==> src/rtl/apb4_master_bridge.sv <==
// APB4 master bridge: turns a valid/ready command into one APB4 transfer and
// returns a single-cycle registered response, with an optional wait-state timeout.
module apb4_master_bridge #(
    parameter int unsigned ADDR_WIDTH     = 32,
    parameter int unsigned DATA_WIDTH     = 32,
    parameter int unsigned TIMEOUT_CYCLES = 16
) (
    input  logic                    PCLK,
    input  logic                    PRESETn,
    // command side
    input  logic                    cmd_valid,
    output logic                    cmd_ready,
    input  logic                    cmd_write,
    input  logic [ADDR_WIDTH-1:0]   cmd_addr,
    input  logic [DATA_WIDTH-1:0]   cmd_wdata,
    input  logic [DATA_WIDTH/8-1:0] cmd_strb,
    input  logic [2:0]              cmd_prot,
    // response side
    output logic                    rsp_valid,
    output logic [DATA_WIDTH-1:0]   rsp_rdata,
    output logic                    rsp_slverr,
    output logic                    rsp_timeout,
    // APB4 bus
    output logic                    PSEL,
    output logic                    PENABLE,
    output logic                    PWRITE,
    output logic [ADDR_WIDTH-1:0]   PADDR,
    output logic [DATA_WIDTH-1:0]   PWDATA,
    output logic [DATA_WIDTH/8-1:0] PSTRB,
    output logic [2:0]              PPROT,
    input  logic                    PREADY,
    input  logic                    PSLVERR,
    input  logic [DATA_WIDTH-1:0]   PRDATA
);

    localparam int unsigned STRB_W     = DATA_WIDTH / 8;
    localparam int unsigned WAIT_W     = $clog2(TIMEOUT_CYCLES) + 1;
    localparam int unsigned WAIT_LAST  = (TIMEOUT_CYCLES == 0) ? 0 : TIMEOUT_CYCLES - 1;
    localparam bit          TIMEOUT_EN = (TIMEOUT_CYCLES != 0);

    typedef enum logic [1:0] {
        ST_IDLE   = 2'd0,
        ST_SETUP  = 2'd1,
        ST_ACCESS = 2'd2
    } state_e;

    state_e                  state_q, state_d;
    logic [WAIT_W-1:0]       wait_q, wait_d;
    logic                    cmd_ready_d;
    logic                    psel_d, penable_d, pwrite_d;
    logic [ADDR_WIDTH-1:0]   paddr_d;
    logic [DATA_WIDTH-1:0]   pwdata_d;
    logic [STRB_W-1:0]       pstrb_d;
    logic [2:0]              pprot_d;
    logic                    rsp_valid_d, rsp_slverr_d, rsp_timeout_d;
    logic [DATA_WIDTH-1:0]   rsp_rdata_d;

    // State and all outputs are registered; cmd_ready rises on the first edge after reset release.
    always_ff @(posedge PCLK or negedge PRESETn) begin
        if (!PRESETn) begin
            state_q     <= ST_IDLE;
            wait_q      <= '0;
            cmd_ready   <= 1'b0;
            PSEL        <= 1'b0;
            PENABLE     <= 1'b0;
            PWRITE      <= 1'b0;
            PADDR       <= '0;
            PWDATA      <= '0;
            PSTRB       <= '0;
            PPROT       <= '0;
            rsp_valid   <= 1'b0;
            rsp_rdata   <= '0;
            rsp_slverr  <= 1'b0;
            rsp_timeout <= 1'b0;
        end else begin
            state_q     <= state_d;
            wait_q      <= wait_d;
            cmd_ready   <= cmd_ready_d;
            PSEL        <= psel_d;
            PENABLE     <= penable_d;
            PWRITE      <= pwrite_d;
            PADDR       <= paddr_d;
            PWDATA      <= pwdata_d;
            PSTRB       <= pstrb_d;
            PPROT       <= pprot_d;
            rsp_valid   <= rsp_valid_d;
            rsp_rdata   <= rsp_rdata_d;
            rsp_slverr  <= rsp_slverr_d;
            rsp_timeout <= rsp_timeout_d;
        end
    end

    // Next state and next registered outputs; bus fields hold unless a command is taken.
    always_comb begin
        state_d       = state_q;
        wait_d        = wait_q;
        cmd_ready_d   = cmd_ready;
        psel_d        = PSEL;
        penable_d     = PENABLE;
        pwrite_d      = PWRITE;
        paddr_d       = PADDR;
        pwdata_d      = PWDATA;
        pstrb_d       = PSTRB;
        pprot_d       = PPROT;
        rsp_valid_d   = 1'b0;
        rsp_rdata_d   = '0;
        rsp_slverr_d  = 1'b0;
        rsp_timeout_d = 1'b0;

        unique case (state_q)
            ST_IDLE: begin
                cmd_ready_d = 1'b1;
                if (cmd_valid && cmd_ready) begin
                    state_d     = ST_SETUP;
                    wait_d      = '0;
                    cmd_ready_d = 1'b0;
                    psel_d      = 1'b1;
                    penable_d   = 1'b0;
                    pwrite_d    = cmd_write;
                    paddr_d     = cmd_addr;
                    pwdata_d    = cmd_write ? cmd_wdata : '0;
                    pstrb_d     = cmd_write ? cmd_strb  : '0;
                    pprot_d     = cmd_prot;
                end
            end
            ST_SETUP: begin
                state_d   = ST_ACCESS;
                penable_d = 1'b1;
            end
            ST_ACCESS: begin
                if (PREADY) begin
                    state_d      = ST_IDLE;
                    cmd_ready_d  = 1'b1;
                    psel_d       = 1'b0;
                    penable_d    = 1'b0;
                    rsp_valid_d  = 1'b1;
                    rsp_rdata_d  = PWRITE ? '0 : PRDATA;
                    rsp_slverr_d = PSLVERR;
                end else if (TIMEOUT_EN && (wait_q == WAIT_W'(WAIT_LAST))) begin
                    state_d       = ST_IDLE;
                    cmd_ready_d   = 1'b1;
                    psel_d        = 1'b0;
                    penable_d     = 1'b0;
                    rsp_valid_d   = 1'b1;
                    rsp_slverr_d  = 1'b1;
                    rsp_timeout_d = 1'b1;
                end else begin
                    wait_d = wait_q + WAIT_W'(1);
                end
            end
            default: begin
                state_d     = ST_IDLE;
                cmd_ready_d = 1'b1;
                psel_d      = 1'b0;
                penable_d   = 1'b0;
            end
        endcase
    end

endmodule

==> config.mk <==
export PLATFORM = sky130hd
export DESIGN_NAME = apb4_master_bridge
export DESIGN_NICKNAME = d
export VERILOG_FILES = /design/src/rtl/apb4_master_bridge.sv
export SDC_FILE = /design/constraint.sdc
export NUM_CORES = 1
export LEC_CHECK = 0
export ABC_CLOCK_PERIOD_IN_PS = 2200
export CAP_MARGIN = 20
export CELL_PAD_IN_SITES_DETAIL_PLACEMENT = 1
export CELL_PAD_IN_SITES_GLOBAL_PLACEMENT = 1
export CORE_MARGIN = 4
export CORE_UTILIZATION = 26
export DETAILED_ROUTE_END_ITERATION = 10
export PLACE_DENSITY_LB_ADDON = 0.1
export SYNTH_ARGS = -nofsm -noshare
export SYNTH_HDL_FRONTEND = slang
export SYNTH_SLANG_ARGS = --single-unit
==> constraint.sdc <==
create_clock -name PCLK -period 2.2 [get_ports PCLK]
set_input_delay 0.33 -clock PCLK [delete_from_list [all_inputs] [get_ports PCLK]]
set_output_delay 0.33 -clock PCLK [all_outputs]
set_load 0.02 [all_outputs]
Word-level counts from Yosys, hierarchy flattened
Index checks and enable logic that the tools add are counted. Widths: inputs -> output; s select.

Bits in registers: 117. Memories: 0. Word-level logic and storage cells: 61. Output and inout bits: 110. Memory bits (writable): 0. Bits in latches: 0. Bits of input ports: 109. Memory bits (read-only): 0.

Bitwise operators: 1. Mux-type cells: 30. Divide/modulo/power cells: 0. Equality and inequality tests: 7. Order comparisons: 0. Shift-type cells: 0. Reduce and logical (&&, ||, !) cells: 8. Multipliers: 0. Add/subtract/negate cells: 1.

Operators by type and width (count): $mux 32 (4); $mux 5 (3); $mux 1 (14); $pmux 5 s2 (1); $pmux 1 s3 (3); $mux 2 (3); $ne 2x2->1 const B (3); $pmux 2 s3 (1); $reduce_and 2->1 (3); $add 5x1->5 const B (1); $eq 5x4->1 const B (1); $mux 4 (1); $reduce_and 4->1 (1); $ne 3x3->1 const B (1); $reduce_and 3->1 (1); $eq 2x1->1 const B (1); $eq 2x2->1 const B (1); $logic_not 2->1 (1); $reduce_bool 2->1 (1); $logic_and 1x1->1 (1); $not 1->1 (1).

Longest topological paths before layout
Word-level depth: 4. Gate-level depth with buffers: 7. Gate-level depth less buffers: 6.

Least setup slack after synthesis
No wires, ideal clock.

Kind: flip-flop to flip-flop. Start: register wait_q[0]. End: register wait_q[2]. Arrival: 2.003 ns. Path slack: 0.073 ns. Required time: 2.076 ns. Setup time: 0.124 ns. Cell stages (with the launch flop): 8. Cell sequence: dfrtp_1 ha_1 and3_1 ha_1 or4b_1 clkbuf_2 and2_4 a211o_1.

Longest elaborated chain between the ends: 4.

Ends and longest elaborated chain: start: declaration (line 48) `logic [WAIT_W-1:0] wait_q, wait_d;`; start signal: assignment (line 77) `wait_q <= wait_d;`; $add 5x1->5 (line 148) `wait_d = wait_q + WAIT_W'(1);`; $mux 5 (line 139) `end else if (TIMEOUT_EN && (wait_q == WAIT_W'(WAIT_LAST))) begin`; $mux 5 (line 131) `if (PREADY) begin`; $pmux 5 s2 (line 110) `unique case (state_q)`.

Parallel ways exist; a longest one is shown, timed or not. The select of a mux whose other input is x is not followed. A chain may end at the register's enable or synchronous reset.

Worst setup path after layout
Ends and elaborated chain as after synthesis.

==> results_dict.tcl <==
set metrics [dict create \
    status "finished, final reports clean" \
    clkLatencyLatePin_ps 400 \
    internal_power_mw 6.220 \
    met2_usage_pct 25.99 \
    switching_share_pct 34.47 \
    via_per_inst 4.288 \
    powerDensity_mw_per_mm2 1288 \
    vias 3752 \
    drt-wirelength-per-cell_microns 16.12 \
    setup_tns_ps 0 \
    grt_overflow_total 0 \
    slew-limit-headroom_pct 66.34 \
    port_buffers 218 \
    clkTransAtPathRegs_ps 50 \
    grt_pass1_wl_mm 22.35 \
    setup_viol 0 \
    ant_nets 0 \
    postRouteWirelength_mm 14.10 \
    end_kind "register" \
    post-route-drc-count 0 \
    synth.area.top_cells "dfrtp_1 67%, nand2_1 16%, and2_1 4.7%" \
    skew_ps 6.380 \
    period_needed_ps 2168 \
    firstDrtPassIters 4 \
    cts_made_buffers 17 \
    layout-drive-gt1-share_pct 6.525 \
    hold_path.class "in2reg" \
    syn_area_per_cell_sq_um 10.10 \
    yosysUniqueCellTypes 26 \
    seqPwrFrac_pct 33.4 \
    layout_setup_ws_ps 31.71 \
    place_ws_ps -26.98 \
    grt_pass1_vias 4158 \
    netlist_area_sq_mm 0.004302 \
    yosysTopAreaCell "dfrtp_1" \
    netlist_instances 426 \
    critical_path.cell_chain "ha_2 -> and3_1 -> ha_1 -> or4b_4 -> and2_4 -> a211o_1" \
    cellLeakagePower_nw 3.501 \
    crit_family "simple AND/OR/NAND/NOR gates" \
    dieArea_sq_mm 0.01867 \
    p_comb_share_pct 38.6 \
    nFillCells 1749 \
    antenna_cells 0 \
    slowest_stage "or4b_4" \
    drv_cap 0 \
    grt_max_degree 86 \
    slowest_delay_ps 520 \
    tightest_slew_ps 504.8 \
    syn-num-nets 538 \
    layout_common_cells "217 x clkdlybuf4s50_1, 183 x nand2_1, 116 x dfrtp_1" \
    io_pins 219 \
    slew_viol_final 0 \
    synth_seq_cells 116 \
    worst_ep_arrival_time_ps 2450 \
    clock.fmax_ghz 0.4612 \
    critPathKind "reg2reg" \
    antenna_found_initial 0 \
    core_sq_mm 0.01606 \
    ys_seq_area_share_pct 67.48 \
    pwr-share-clk_pct 28.0 \
    num_rows 46 \
    initial_core_util_pct 26.79 \
    layout_commonest_cell "clkdlybuf4s50_1" \
    worst-path-buf-inv 0 \
    cp_max_fo 4 \
    syn_to_final_growth_pct 71.35 \
    cts_sinks 116 \
    netlist.area_leader.share_pct 67.48 \
    hpwl_mm 9.967 \
    ir_drop_uv 585.0 \
    die_h_microns 136.6 \
    cts-root-buf "clkbuf_16" \
    gr-usage-met3_pct 8.051 \
    p_switching_mw 3.272 \
    place.gp.congestion 0.7227 \
    grt_usage_pct 15.68 \
    start_kind "register" \
    whs_ps 451.9 \
    finalHoldViolCount 0 \
    drt_iter0_drc 152 \
    power_mw 9.492 \
    cts_tree "done" \
    die_w_microns 136.6 \
    worstPathRequired_ps 2480 \
    htreeDepth 4 \
    grtUsageMet1_pct 17.18 \
    nNetsFinal 761 \
    yosys_warnings 0 \
    period_share_pct 98.56 \
    clock_path_buffers 2 \
    busiest_layer "met2" \
]
==> stage by stage <==
| step | instance area, sq um | util, % | std cells |
|---|---|---|---|
| 2_1_floorplan | 4302 | - | 426 |
| 3_3_place_gp | 6780 | 42.22 | 844 |
| 3_5_place_dp | 6780 | 42.22 | 844 |
| 4_1_cts | 7361 | 45.84 | 874 |
| 5_1_grt | 7371 | 45.90 | 875 |
| 6_report | 7371 | 45.90 | 875 |
==> cell usage after synthesis, drive strengths merged <==
cell,instances
nand2,183
dfrtp,116
nand3,40
and2,33
clkbuf,15
buf,10
inv,4
ha,3
nor2,3
nor3b,3
o31ai,3
nand2b,2
o21ai,2
a211o,1
a21oi,1
and3,1
mux2i,1
nand4bb,1
nor3,1
o2bb2ai,1
or4b,1
xor2,1
==> power groups by stage <==
stage | Combinational [mW] | Sequential [mW] | Clock, mW
after CTS | 3.74 | 3.18 | 2.76
after global routing | 3.99 | 3.27 | 2.85
after floorplan | 0.937 | 3.95 | 0
after global placement | 3.65 | 3.17 | 0
after detailed placement | 3.72 | 3.21 | 0
final | 3.66 | 3.17 | 2.66
==> sequential cells by signal, indices dropped and copies added (netlist names) <==
name / cells
wait_q: 5
rsp_valid: 1
rsp_slverr: 1
PPROT: 3
PSTRB: 4
rsp_rdata: 32
PADDR: 32
PSEL: 1
cmd_ready: 1
PWRITE: 1
rsp_timeout: 1
state_q: 1
PWDATA: 32
PENABLE: 1
==> repair_timing <==
action | CTS | global route
hold buffers | 1 | 0
setup endpoints to repair | 1 | 1
pin swaps | 0 | 0
setup buffers | 0 | 1
endpoints found under the hold margin | 64 | 0
gates resized for setup | 1 | 1
==> final timing paths <==
check	endpoint	cells past startpoint	slack (ps)	startpoint
max	wait_q[2]$_DFFE_PN0P_	6	30	wait_q[0]$_DFFE_PN0P_
min	PADDR[5]$_DFFE_PN0P_	3	450	cmd_addr[5]
max reg2reg	wait_q[2]$_DFFE_PN0P_	6	30	wait_q[0]$_DFFE_PN0P_
min reg2reg	PWDATA[15]$_DFFE_PN0P_	2	460	PWDATA[15]$_DFFE_PN0P_
max in group asynchronous	PENABLE$_DFFE_PN0P_	3	1280	PRESETn
min in group asynchronous	PADDR[26]$_DFFE_PN0P_	3	490	PRESETn
==> tightest hold or removal path: cells and delay by family <==
family,cells,cell delay (ps)
buf+inv,1,390
simple gates,2,90
==> routing by layer <==
layer	wire length (microns)	vias to the layer above
li1	-	1777
met1	5309	1812
met2	7000	145
met3	1583	18
met4	211	0
met5	0	-
==> layout make-up <==
type	count	area, sq um	share of cell area (%)
sequential	116	2903	39.38
timing repair buffer	229	2302	31.23
multi-input combinational	281	1314	17.82
clock buffer	24	491.7	6.671
tap	216	270.3	3.667
clock inverter	5	75.07	1.019
inverter	4	15.01	0.2037
==> cell families after synthesis <==
group                      count (synthesis)  synth area share (%)
adders and majority gates                  3                0.8727
DFF                                      116                 67.48
xor gates and xnor gates                   1                0.2036
muxes                                      1                0.2327
buffers and inverters                     29                 2.618
AOI/OAI and AO/OA                          8                 1.280
and+or+nand+nor                          268                 27.31
No activity file was read; power rests on OpenSTA's default activity.
